[src/rtl/tag_stream_pkg.sv]
// Shared constants and helpers for tag streams: lane field widths, channel-code
// layout and a popcount used by the pass/drop counters.
package tag_stream_pkg;

    localparam int CHANNEL_WIDTH     = 6;
    localparam int TAGTIME_WIDTH     = 64;
    localparam int CHANNEL_EDGE_BIT  = 5;
    localparam int NUM_CHANNEL_CODES = 64;
    localparam int POPCOUNT_WIDTH    = 7;

    // Wide enough for any lane count up to one bit per channel code.
    function automatic logic [POPCOUNT_WIDTH-1:0] popcount(input logic [NUM_CHANNEL_CODES-1:0] bits);
        logic [POPCOUNT_WIDTH-1:0] count;
        count = '0;
        for (int i = 0; i < NUM_CHANNEL_CODES; i++) begin
            count = count + POPCOUNT_WIDTH'(bits[i]);
        end
        return count;
    endfunction

endpackage

[src/rtl/tag_channel_filter_if.sv]
// AXI-Stream style tag beat: per-lane keep, 64-bit tag time and 6-bit channel code.
interface tag_channel_filter_if
    import tag_stream_pkg::*;
#(
    parameter int WORD_WIDTH = 4
) ();

    logic                                      tvalid;
    logic                                      tready;
    logic [WORD_WIDTH-1:0]                     tkeep;
    logic [WORD_WIDTH-1:0][TAGTIME_WIDTH-1:0]  tagtime;
    logic [WORD_WIDTH-1:0][CHANNEL_WIDTH-1:0]  channel;

    modport master (output tvalid, tkeep, tagtime, channel, input tready);
    modport slave  (input tvalid, tkeep, tagtime, channel, output tready);

endinterface

[src/rtl/axis_skid_buffer.sv]
// Registered output stage with one skid entry: full throughput under arbitrary
// backpressure while both ready and valid come straight from flops.
module axis_skid_buffer #(
    parameter int WIDTH = 8
) (
    input  logic             clk,
    input  logic             rst_n,
    input  logic             in_valid,
    output logic             in_ready,
    input  logic [WIDTH-1:0] in_data,
    output logic             out_valid,
    input  logic             out_ready,
    output logic [WIDTH-1:0] out_data
);

    logic             skid_valid;
    logic [WIDTH-1:0] skid_data;
    logic             accept;
    logic             drain;

    assign in_ready = !skid_valid;
    assign accept   = in_valid && in_ready;
    assign drain    = out_ready || !out_valid;

    // NOTE: state uses non-blocking assignments so every flop samples pre-edge values.
    always_ff @(posedge clk or negedge rst_n) begin
        if (!rst_n) begin
            out_valid  <= 1'b0;
            out_data   <= '0;
            skid_valid <= 1'b0;
        end else if (drain) begin
            if (skid_valid) begin
                out_valid  <= 1'b1;
                out_data   <= skid_data;
                skid_valid <= 1'b0;
            end else if (accept) begin
                out_valid <= 1'b1;
                out_data  <= in_data;
            end else begin
                out_valid <= 1'b0;
            end
        end else if (accept) begin
            skid_valid <= 1'b1;
        end
    end

    // NOTE: skid payload is qualified by skid_valid, so it carries no reset.
    always_ff @(posedge clk) begin
        if (!drain && accept) begin
            skid_data <= in_data;
        end
    end

endmodule

[src/rtl/tag_channel_filter.sv]
// Drops tags whose channel is not enabled in channel_mask, removes beats left
// empty, and keeps saturating passed/dropped tag counters.
module tag_channel_filter
    import tag_stream_pkg::*;
#(
    parameter int WORD_WIDTH    = 4,
    parameter int COUNTER_WIDTH = 32
) (
    input  logic                         clk,
    input  logic                         rst_n,
    input  logic [NUM_CHANNEL_CODES-1:0] channel_mask,
    input  logic                         clear_counters,
    tag_channel_filter_if.slave          s,
    tag_channel_filter_if.master         m,
    output logic [COUNTER_WIDTH-1:0]     passed_count,
    output logic [COUNTER_WIDTH-1:0]     dropped_count
);

    localparam int PAYLOAD_WIDTH = WORD_WIDTH * (1 + TAGTIME_WIDTH + CHANNEL_WIDTH);

    logic [WORD_WIDTH-1:0]    keep_f;
    logic [WORD_WIDTH-1:0]    keep_drop;
    logic                     accept;
    logic [PAYLOAD_WIDTH-1:0] in_payload;
    logic [PAYLOAD_WIDTH-1:0] out_payload;

    function automatic logic [COUNTER_WIDTH-1:0] sat_add(
        input logic [COUNTER_WIDTH-1:0]  count,
        input logic [POPCOUNT_WIDTH-1:0] inc
    );
        logic [COUNTER_WIDTH:0] sum;
        sum = {1'b0, count} + (COUNTER_WIDTH+1)'(inc);
        return sum[COUNTER_WIDTH] ? '1 : sum[COUNTER_WIDTH-1:0];
    endfunction

    // NOTE: default first so every path assigns keep_f and no latch is inferred.
    always_comb begin
        keep_f = '0;
        for (int i = 0; i < WORD_WIDTH; i++) begin
            keep_f[i] = s.tkeep[i] && channel_mask[s.channel[i]];
        end
    end

    assign keep_drop  = s.tkeep & ~keep_f;
    assign accept     = s.tvalid && s.tready;
    assign in_payload = {keep_f, s.tagtime, s.channel};

    // Empty beats are still accepted upstream but never offered to the buffer.
    axis_skid_buffer #(
        .WIDTH (PAYLOAD_WIDTH)
    ) u_skid (
        .clk       (clk),
        .rst_n     (rst_n),
        .in_valid  (s.tvalid && (|keep_f)),
        .in_ready  (s.tready),
        .in_data   (in_payload),
        .out_valid (m.tvalid),
        .out_ready (m.tready),
        .out_data  (out_payload)
    );

    assign {m.tkeep, m.tagtime, m.channel} = out_payload;

    always_ff @(posedge clk or negedge rst_n) begin
        if (!rst_n) begin
            passed_count  <= '0;
            dropped_count <= '0;
        end else if (clear_counters) begin
            passed_count  <= '0;
            dropped_count <= '0;
        end else if (accept) begin
            passed_count  <= sat_add(passed_count,  popcount(NUM_CHANNEL_CODES'(keep_f)));
            dropped_count <= sat_add(dropped_count, popcount(NUM_CHANNEL_CODES'(keep_drop)));
        end
    end

endmodule
[src/flat_wrapper.sv]
// flat-port wrapper written by rule: the top's interface ports become plain ports
module tag_channel_filter_flat import tag_stream_pkg::*;
#(
    parameter int WORD_WIDTH    = 4,
    parameter int COUNTER_WIDTH = 32
)
  (clk, rst_n, channel_mask, clear_counters, passed_count, dropped_count, s_tvalid, s_tkeep, s_tagtime, s_channel, s_tready, m_tvalid, m_tkeep, m_tagtime, m_channel, m_tready);
  tag_channel_filter_if #(.WORD_WIDTH(WORD_WIDTH)) s_i ();
  tag_channel_filter_if #(.WORD_WIDTH(WORD_WIDTH)) m_i ();
  input  logic clk;
  input  logic rst_n;
  input  logic [NUM_CHANNEL_CODES-1:0] channel_mask;
  input  logic clear_counters;
  output logic [COUNTER_WIDTH-1:0] passed_count;
  output logic [COUNTER_WIDTH-1:0] dropped_count;
  input wire logic [$bits(s_i.tvalid)-1:0] s_tvalid;
  input wire logic [$bits(s_i.tkeep)-1:0] s_tkeep;
  input wire logic [$bits(s_i.tagtime)-1:0] s_tagtime;
  input wire logic [$bits(s_i.channel)-1:0] s_channel;
  output wire logic [$bits(s_i.tready)-1:0] s_tready;
  output wire logic [$bits(m_i.tvalid)-1:0] m_tvalid;
  output wire logic [$bits(m_i.tkeep)-1:0] m_tkeep;
  output wire logic [$bits(m_i.tagtime)-1:0] m_tagtime;
  output wire logic [$bits(m_i.channel)-1:0] m_channel;
  input wire logic [$bits(m_i.tready)-1:0] m_tready;
  assign s_i.tvalid = s_tvalid;
  assign s_i.tkeep = s_tkeep;
  assign s_i.tagtime = s_tagtime;
  assign s_i.channel = s_channel;
  assign s_tready = s_i.tready;
  assign m_tvalid = m_i.tvalid;
  assign m_tkeep = m_i.tkeep;
  assign m_tagtime = m_i.tagtime;
  assign m_channel = m_i.channel;
  assign m_i.tready = m_tready;
  tag_channel_filter #(.WORD_WIDTH(WORD_WIDTH), .COUNTER_WIDTH(COUNTER_WIDTH)) u_core (.clk(clk), .rst_n(rst_n), .channel_mask(channel_mask), .clear_counters(clear_counters), .s(s_i), .m(m_i), .passed_count(passed_count), .dropped_count(dropped_count));
endmodule
[config.mk]
export PLATFORM = sky130hd
export DESIGN_NAME = tag_channel_filter_flat
export DESIGN_NICKNAME = d
export VERILOG_FILES = /design/src/rtl/tag_stream_pkg.sv /design/src/rtl/tag_channel_filter_if.sv /design/src/rtl/axis_skid_buffer.sv /design/src/rtl/tag_channel_filter.sv /design/src/flat_wrapper.sv
export SDC_FILE = /design/constraint.sdc
export NUM_CORES = 1
export LEC_CHECK = 0
export ABC_AREA = 1
export BUFFER_PORTS_ARGS = -buffer_cell sky130_fd_sc_hd__buf_2
export CORE_UTILIZATION = 40
export DETAILED_ROUTE_END_ITERATION = 7
export SYNTH_ARGS = -nofsm -noshare
export SYNTH_HDL_FRONTEND = slang
export SYNTH_SLANG_ARGS = --single-unit
export TNS_END_PERCENT = 100
[constraint.sdc]
create_clock -name clk -period 7.8 [get_ports clk]
set_clock_uncertainty 0.15 [all_clocks]
set_input_delay 0.78 -clock clk [delete_from_list [all_inputs] [get_ports clk]]
set_output_delay 0.78 -clock clk [all_outputs]
set_load 0.01 [all_outputs]
* Word level (Yosys, flattened, before mapping)
Index checks and enable logic that the tools add are counted.
** Storage, ports and cells
- Flip-flop bits (word level) :: 634
- Input bits :: 353
- Logic and storage cells :: 57
** Cells by class
- Add/sub/neg operators :: 8
- Order comparisons :: 4
- Muxes and demuxes :: 20
- Bitwise logic cells :: 2
- Reductions and logical operators :: 17
** Operator list (count)
- 284-bit two-way mux :: 2
- 32-bit two-way mux :: 6
- 32-bit by 7-bit adder with 33-bit output :: 2
- 7-bit by 1-bit adder with 7-bit output :: 4
- 6-bit by 7-bit less-than comparator with 1-bit output (second input constant) :: 4
- 1-bit binary-select mux with 6-bit select :: 4
- 1-bit logical AND :: 8
- 1-bit two-way mux :: 8
- 2-bit nonzero test :: 3
- 1-bit by 1-bit adder with 2-bit output :: 2
- 4-bit bitwise AND :: 1
- 4-bit NOT :: 1
- 4-bit OR reduction :: 1
- 1-bit logical NOT :: 3
- 2-bit AND reduction :: 1
- 1-bit logical OR :: 1

* Logic depth before layout (Yosys ltp)
- Depth after elaboration :: 12
- Gate-level depth with buffers :: 32
- Depth with buffers taken out :: 31

* Hierarchy
A second synthesis with hierarchy kept.
** Second synthesis, totals
- Cells, all modules :: 3627
- Area total of the unflattened synthesis :: 29914.9 um2
** By module, submodules not included
- axis_skid_buffer :: times used 1, cells an instance 2412, area each 22895.7 um2, sequential area each 15685.0 um2
- tag_channel_filter :: times used 1, cells an instance 1215, area each 7019.2 um2, sequential area each 1601.5 um2

* Least setup slack after synthesis
No wires, ideal clock.
- Path kind :: input-to-reg
- Start point :: input port s_channel[6]
- End point :: register u_core.u_skid.skid_data[0], enable pin
- Library setup time :: 634 ps
- Arrival time :: 7557 ps
- Data required time :: 7016 ps
- Path slack :: -542 ps
- Cell stages on the path :: 15
- Buffers on the path :: 1
- Cell sequence :: inv_1 > clkbuf_1 > nor2_1 > o22ai_1 > nand2_1 > nand2_1 > nand2_1 > nand3_1 > nand3_1 > nand2_1 > nand2_1 > ha_1 > nand3_2 > nand2_1 > inv_1
** Between the ends
- Word-level cells in the longest chain between the ends :: 7
** Ends and longest elaborated chain
- from (decl) :: RTL line flat_wrapper.sv:19 : input wire logic [$bits(s_i.channel)-1:0] s_channel;
- 1-bit binary-select mux with 6-bit select :: RTL line tag_channel_filter.sv:40 : keep_f[i] = s.tkeep[i] && channel_mask[s.channel[i]];
- 1-bit two-way mux (implied by the code) :: RTL line tag_channel_filter.sv:40
- 1-bit logical AND :: RTL line tag_channel_filter.sv:40
- 4-bit OR reduction :: RTL line tag_channel_filter.sv:54 : .in_valid (s.tvalid && (|keep_f)),
- 1-bit logical AND :: RTL line tag_channel_filter.sv:54
- 1-bit logical AND :: RTL line axis_skid_buffer.sv:22 : assign accept = in_valid && in_ready;
- 1-bit logical AND :: RTL line axis_skid_buffer.sv:49 : if (!drain && accept) begin
- to (signal assigned) :: RTL line axis_skid_buffer.sv:50 : skid_data <= in_data;
- to (decl) :: RTL line axis_skid_buffer.sv:17 : logic [WIDTH-1:0] skid_data;
No other way between the ends. The select of a mux whose other input is x is not followed.
A chain may end at the register's enable or synchronous reset.

* Worst setup path in the final report
- Start point :: input port s_channel[6]
- End point :: register u_core.passed_count[28]
** Between the ends
- Word-level cells in the longest chain between the ends :: 10
** Ends and longest elaborated chain
- 1-bit binary-select mux with 6-bit select :: RTL line tag_channel_filter.sv:40
- 1-bit two-way mux (implied by the code) :: RTL line tag_channel_filter.sv:40
- 1-bit logical AND :: RTL line tag_channel_filter.sv:40
- net u_core.in_payload[281] :: RTL line tag_channel_filter.sv:24 : logic [PAYLOAD_WIDTH-1:0] in_payload;
- 1-bit by 1-bit adder with 2-bit output :: RTL line tag_stream_pkg.sv:16 : count = count + POPCOUNT_WIDTH'(bits[i]);
- 7-bit by 1-bit adder with 7-bit output (2 in series) :: RTL line tag_stream_pkg.sv:16
- 32-bit by 7-bit adder with 33-bit output :: RTL line tag_channel_filter.sv:32 : sum = {1'b0, count} + (COUNTER_WIDTH+1)'(inc);
- 32-bit two-way mux :: RTL line tag_channel_filter.sv:33 : return sum[COUNTER_WIDTH] ? '1 : sum[COUNTER_WIDTH-1:0];
- 32-bit two-way mux :: RTL line tag_channel_filter.sv:71 : end else if (accept) begin
- 32-bit two-way mux :: RTL line tag_channel_filter.sv:68 : end else if (clear_counters) begin
- to (signal assigned) :: RTL line tag_channel_filter.sv:72 : passed_count <= sat_add(passed_count, popcount(NUM_CHANNEL_CODES'(keep_f)));
- to (decl) :: RTL line tag_channel_filter.sv:15 : output logic [COUNTER_WIDTH-1:0] passed_count,
The timed path passes the listed nets, and every way through them passes these cells. The select of a mux whose other input is x is not followed.

==> results.toml <==
[cts]
clock_latency_ns = 0.62
clkSinkCount = 634
clock_tree.buffer_depth = 3
cts.reportedPaths.clkPinSlew_ns = 0.06
tritoncts = "built"
cts-buffers-inserted = 74
clk_root_buffer_cell = "sky130_fd_sc_hd__clkbuf_16"
cts.htree.levels = 3
cts_resized = 0

[die]
die_width_um = 276
start_util_pct = 40.3
design.core.area_um2 = 74300
ioPinCount = 703
die_height_um = 276
design.die.area_um2 = 76000
fp-row-count = 100

[setup_path]
first_element_of_the_critical_path = "s_channel[6]"
start_kind = "input pin"
path_common_cell = "sky130_fd_sc_hd__nand2_1"
worst_r2r_startpoint = "u_core.u_skid.skid_valid$_DFFE_PN0P_"
path_buf_inv = 6
max_fo_critical_path = 34
cp_max_stage_delay_ns = 0.50
timing.critical_path.max_delay_family = "simple AND/OR/NAND/NOR gates"
critical_path_class = "in -> reg"
endpoint_kind = "register"
slowest_stage = "sky130_fd_sc_hd__inv_1"
worstPathRequired_ns = 8.10
cp_data_arrival_time_ns = 6.00

[place]
place.port_buffers = 702
place_hpwl_mm = 64.6
finalWeightedCongestion = 0.909

[yosys]
post_synth_num_cell_types = 37
synth_top_area_share_pct = 29.2
post_synth_inst_count = 3562
yosys_warnings = 0
edff_count_synth = 284
synth_top_flop_cell = "sky130_fd_sc_hd__dfrtp_1"
synth-seq-area-share_pct = 57.7
postSynthAreaPerCell_um2 = 8.42
ys_seq_elements = 634
leading_cell_types_by_total_area_after_synthesis = "sky130_fd_sc_hd__dfrtp_1 29%, sky130_fd_sc_hd__edfxtp_1 28%, sky130_fd_sc_hd__nand2_1 21%, sky130_fd_sc_hd__nand3_1 7.2%, sky130_fd_sc_hd__o21ai_0 3.1%"
synth-async-reset-ratio_pct = 55.2
yosys-top-cells-count = "1715 x sky130_fd_sc_hd__nand2_1, 433 x sky130_fd_sc_hd__nand3_1, 350 x sky130_fd_sc_hd__dfrtp_1"
yosys.cell_count.top_type = "sky130_fd_sc_hd__nand2_1"
mappedNetlistNets = 3930
post_synthesis_cell_area_um2 = 30000
synth_top_area_cell = "sky130_fd_sc_hd__dfrtp_1"

[flow_run]
drv_cap = 0

[sta]
max_freq_mhz = 176
post-route-period-util_pct = 73.0
setup_repair_after_global_routing_missed_its_margin = "false"
count_of_final_hold_check_violations = 0
relSlewSlack_pct = 26.6
timing.setup.tns_ns = 0
slew_violations = 0
max_slew.worst_pin.slew_ns = 1.10
setup_viol = 0
timing.final.crit_period_ns = 5.70

[grt]
vias_in_the_first_global_route = 24500
grt_overflow_total = 0
grt_first_pass_wirelength_mm = 149
maximum_number_of_pins_on_one_net_before_global_route_repair = 177
grtUsageTotal_pct = 25.1
number_of_antenna_violations_at_the_first_check_in_global_routing = 41

[finish]
multi_input_comb_area_um2 = 11200
ff_latch_area_um2 = 17300
layout_cells_sized_above_1_pct = 20.3
area_growth_pct = 21.7
finish.net_count = 4516
fillerInstances = 7343

[route]
wl_per_cell_um = 19.0
initialDrtViolationCount = 1934
postRouteAntennaNets = 0
drtPass1Iterations = 5
vias = 26400
via_per_inst = 5.08
wl_mm = 98.8
remaining_drc_errors = 0

[power_and_ir_drop]
p_per_area_nw_per_um2 = 291
post-layout-total-power_w = 0.0106
vdd_drop_max_mv = 0.178
total_leakage_power_nw = 18.2

[worst_hold_path]
worst_hold_path_type = "in -> reg"
start_point_of_the_worst_min_delay_path = "s_tagtime[46]"

[status]
status = "complete, no violations"
## layout make-up
type / instances / area share, %
Sequential cell: 634 / 47.4
Multi-Input combinational cell: 2610 / 30.8
Clock buffer: 109 / 5.91
Tap cell: 969 / 3.32
Antenna cell: 26 / 0.178
Inverter: 107 / 1.13
Timing Repair Buffer: 721 / 10.3
Clock inverter: 29 / 0.960
## worst register-to-register path: cells and delay by family (launching register included)
| family | cells | cell delay, ns |
|---|---|---|
| buf+inv | 3 | 1.95 |
| flops | 1 | 0.81 |
| simple gates | 3 | 0.72 |
## state kept, by name, indices dropped and copies added (netlist names)
name                      flops
u_core.u_skid.skid_valid      1
u_core.passed_count          32
u_core.dropped_count         32
u_core.u_skid.skid_data     284
u_core.u_skid.out_valid       1
u_core.u_skid.out_data      284
## per-stage QoR
stage                     hold slack, ns  util (%)  instance area (um^2)  setup slack [ns]  instances
after floorplan                    0.334         -                 30000             0.945       3562
after global placement             0.298      45.6                 33900              1.63       5040
after detailed placement           0.303      45.6                 33900              1.52       5040
after CTS                          0.163      49.0                 36400              2.16       5179
after global routing               0.176      49.1                 36500              1.50       5200
final                              0.205      49.1                 36500              2.10       5205
## power by group
part	internal (W)	total (W)	switching, W
logic	0.000856	0.00258	0.00172
clock network	0.00210	0.00355	0.00144
registers	0.00415	0.00447	0.000326
total	0.00710	0.0106	0.00349
## cells in the final DEF (no fill, tap or decap), types with 3 or more instances in the layout
master,Yosys,routed
sky130_fd_sc_hd__nand2_1,1715,1713
sky130_fd_sc_hd__buf_2,43,701
sky130_fd_sc_hd__nand3_1,433,433
sky130_fd_sc_hd__dfrtp_1,350,349
sky130_fd_sc_hd__edfxtp_1,284,284
sky130_fd_sc_hd__o21ai_0,183,183
sky130_fd_sc_hd__nor2_1,105,104
sky130_fd_sc_hd__inv_1,98,97
sky130_fd_sc_hd__clkbuf_16,0,76
sky130_fd_sc_hd__o22ai_1,36,36
sky130_fd_sc_hd__xor2_1,34,34
sky130_fd_sc_hd__nor3_1,28,28
sky130_fd_sc_hd__diode_2,0,26
sky130_fd_sc_hd__clkbuf_1,126,20
sky130_fd_sc_hd__clkbuf_8,0,13
sky130_fd_sc_hd__nand4_1,12,12
sky130_fd_sc_hd__a21oi_1,11,11
sky130_fd_sc_hd__ha_1,11,11
sky130_fd_sc_hd__clkinv_2,0,11
sky130_fd_sc_hd__buf_4,17,11
sky130_fd_sc_hd__clkinv_1,4,10
sky130_fd_sc_hd__nor4_1,8,8
sky130_fd_sc_hd__buf_12,0,7
sky130_fd_sc_hd__bufinv_16,0,5
sky130_fd_sc_hd__inv_2,5,4
sky130_fd_sc_hd__nand2_2,3,4
sky130_fd_sc_hd__o21ai_1,4,4
sky130_fd_sc_hd__fa_1,4,4
sky130_fd_sc_hd__or2_2,3,3
sky130_fd_sc_hd__xnor2_1,3,3
sky130_fd_sc_hd__inv_6,0,3
## layer usage
metal	global-route usage, %	part of all wire (%)
met1	32.9	42
met2	40.2	47
met3	5.77	7.5
met5	0	0.17
met4	9.69	3.2
## cell families (layout without fill, tap and decap cells)
| logic type | after synthesis | in the layout | synth area share [%] |
|---|---|---|---|
| other cells | 0 | 26 | 0 |
| fa+ha+maj | 15 | 15 | 0.726 |
| simple gates | 2316 | 2316 | 31.3 |
| xor+xnor | 37 | 37 | 1.08 |
| flops | 634 | 634 | 57.7 |
| buf+inv | 318 | 966 | 4.98 |
| compound gates | 242 | 242 | 4.26 |
## final timing paths
kind | endpoint | slack, ns | cells after the start
setup / recovery | u_core.passed_count[28]$_DFFE_PN0P_ | 2.10 | 31
hold / removal | u_core.u_skid.skid_data[70]$_DFFE_PP_ | 0.20 | 1
setup reg to reg | u_core.u_skid.skid_data[79]$_DFFE_PP_ | 3.66 | 6
hold reg to reg | u_core.u_skid.out_data[97]$_DFFE_PN0P_ | 0.31 | 2
max in group asynchronous | u_core.u_skid.out_data[19]$_DFFE_PN0P_ | 5.51 | 3
min in group asynchronous | u_core.u_skid.out_data[133]$_DFFE_PN0P_ | 0.58 | 2
## repair_timing
| action | 4_1_cts | 5_1_grt |
|---|---|---|
| endpoints found under the hold margin | 35 | 0 |
| hold buffers | 1 | 0 |
| buffers inserted | 0 | 0 |
| endpoints found under the setup margin | 0 | 0 |
No activity file was read; power rests on OpenSTA's default activity.
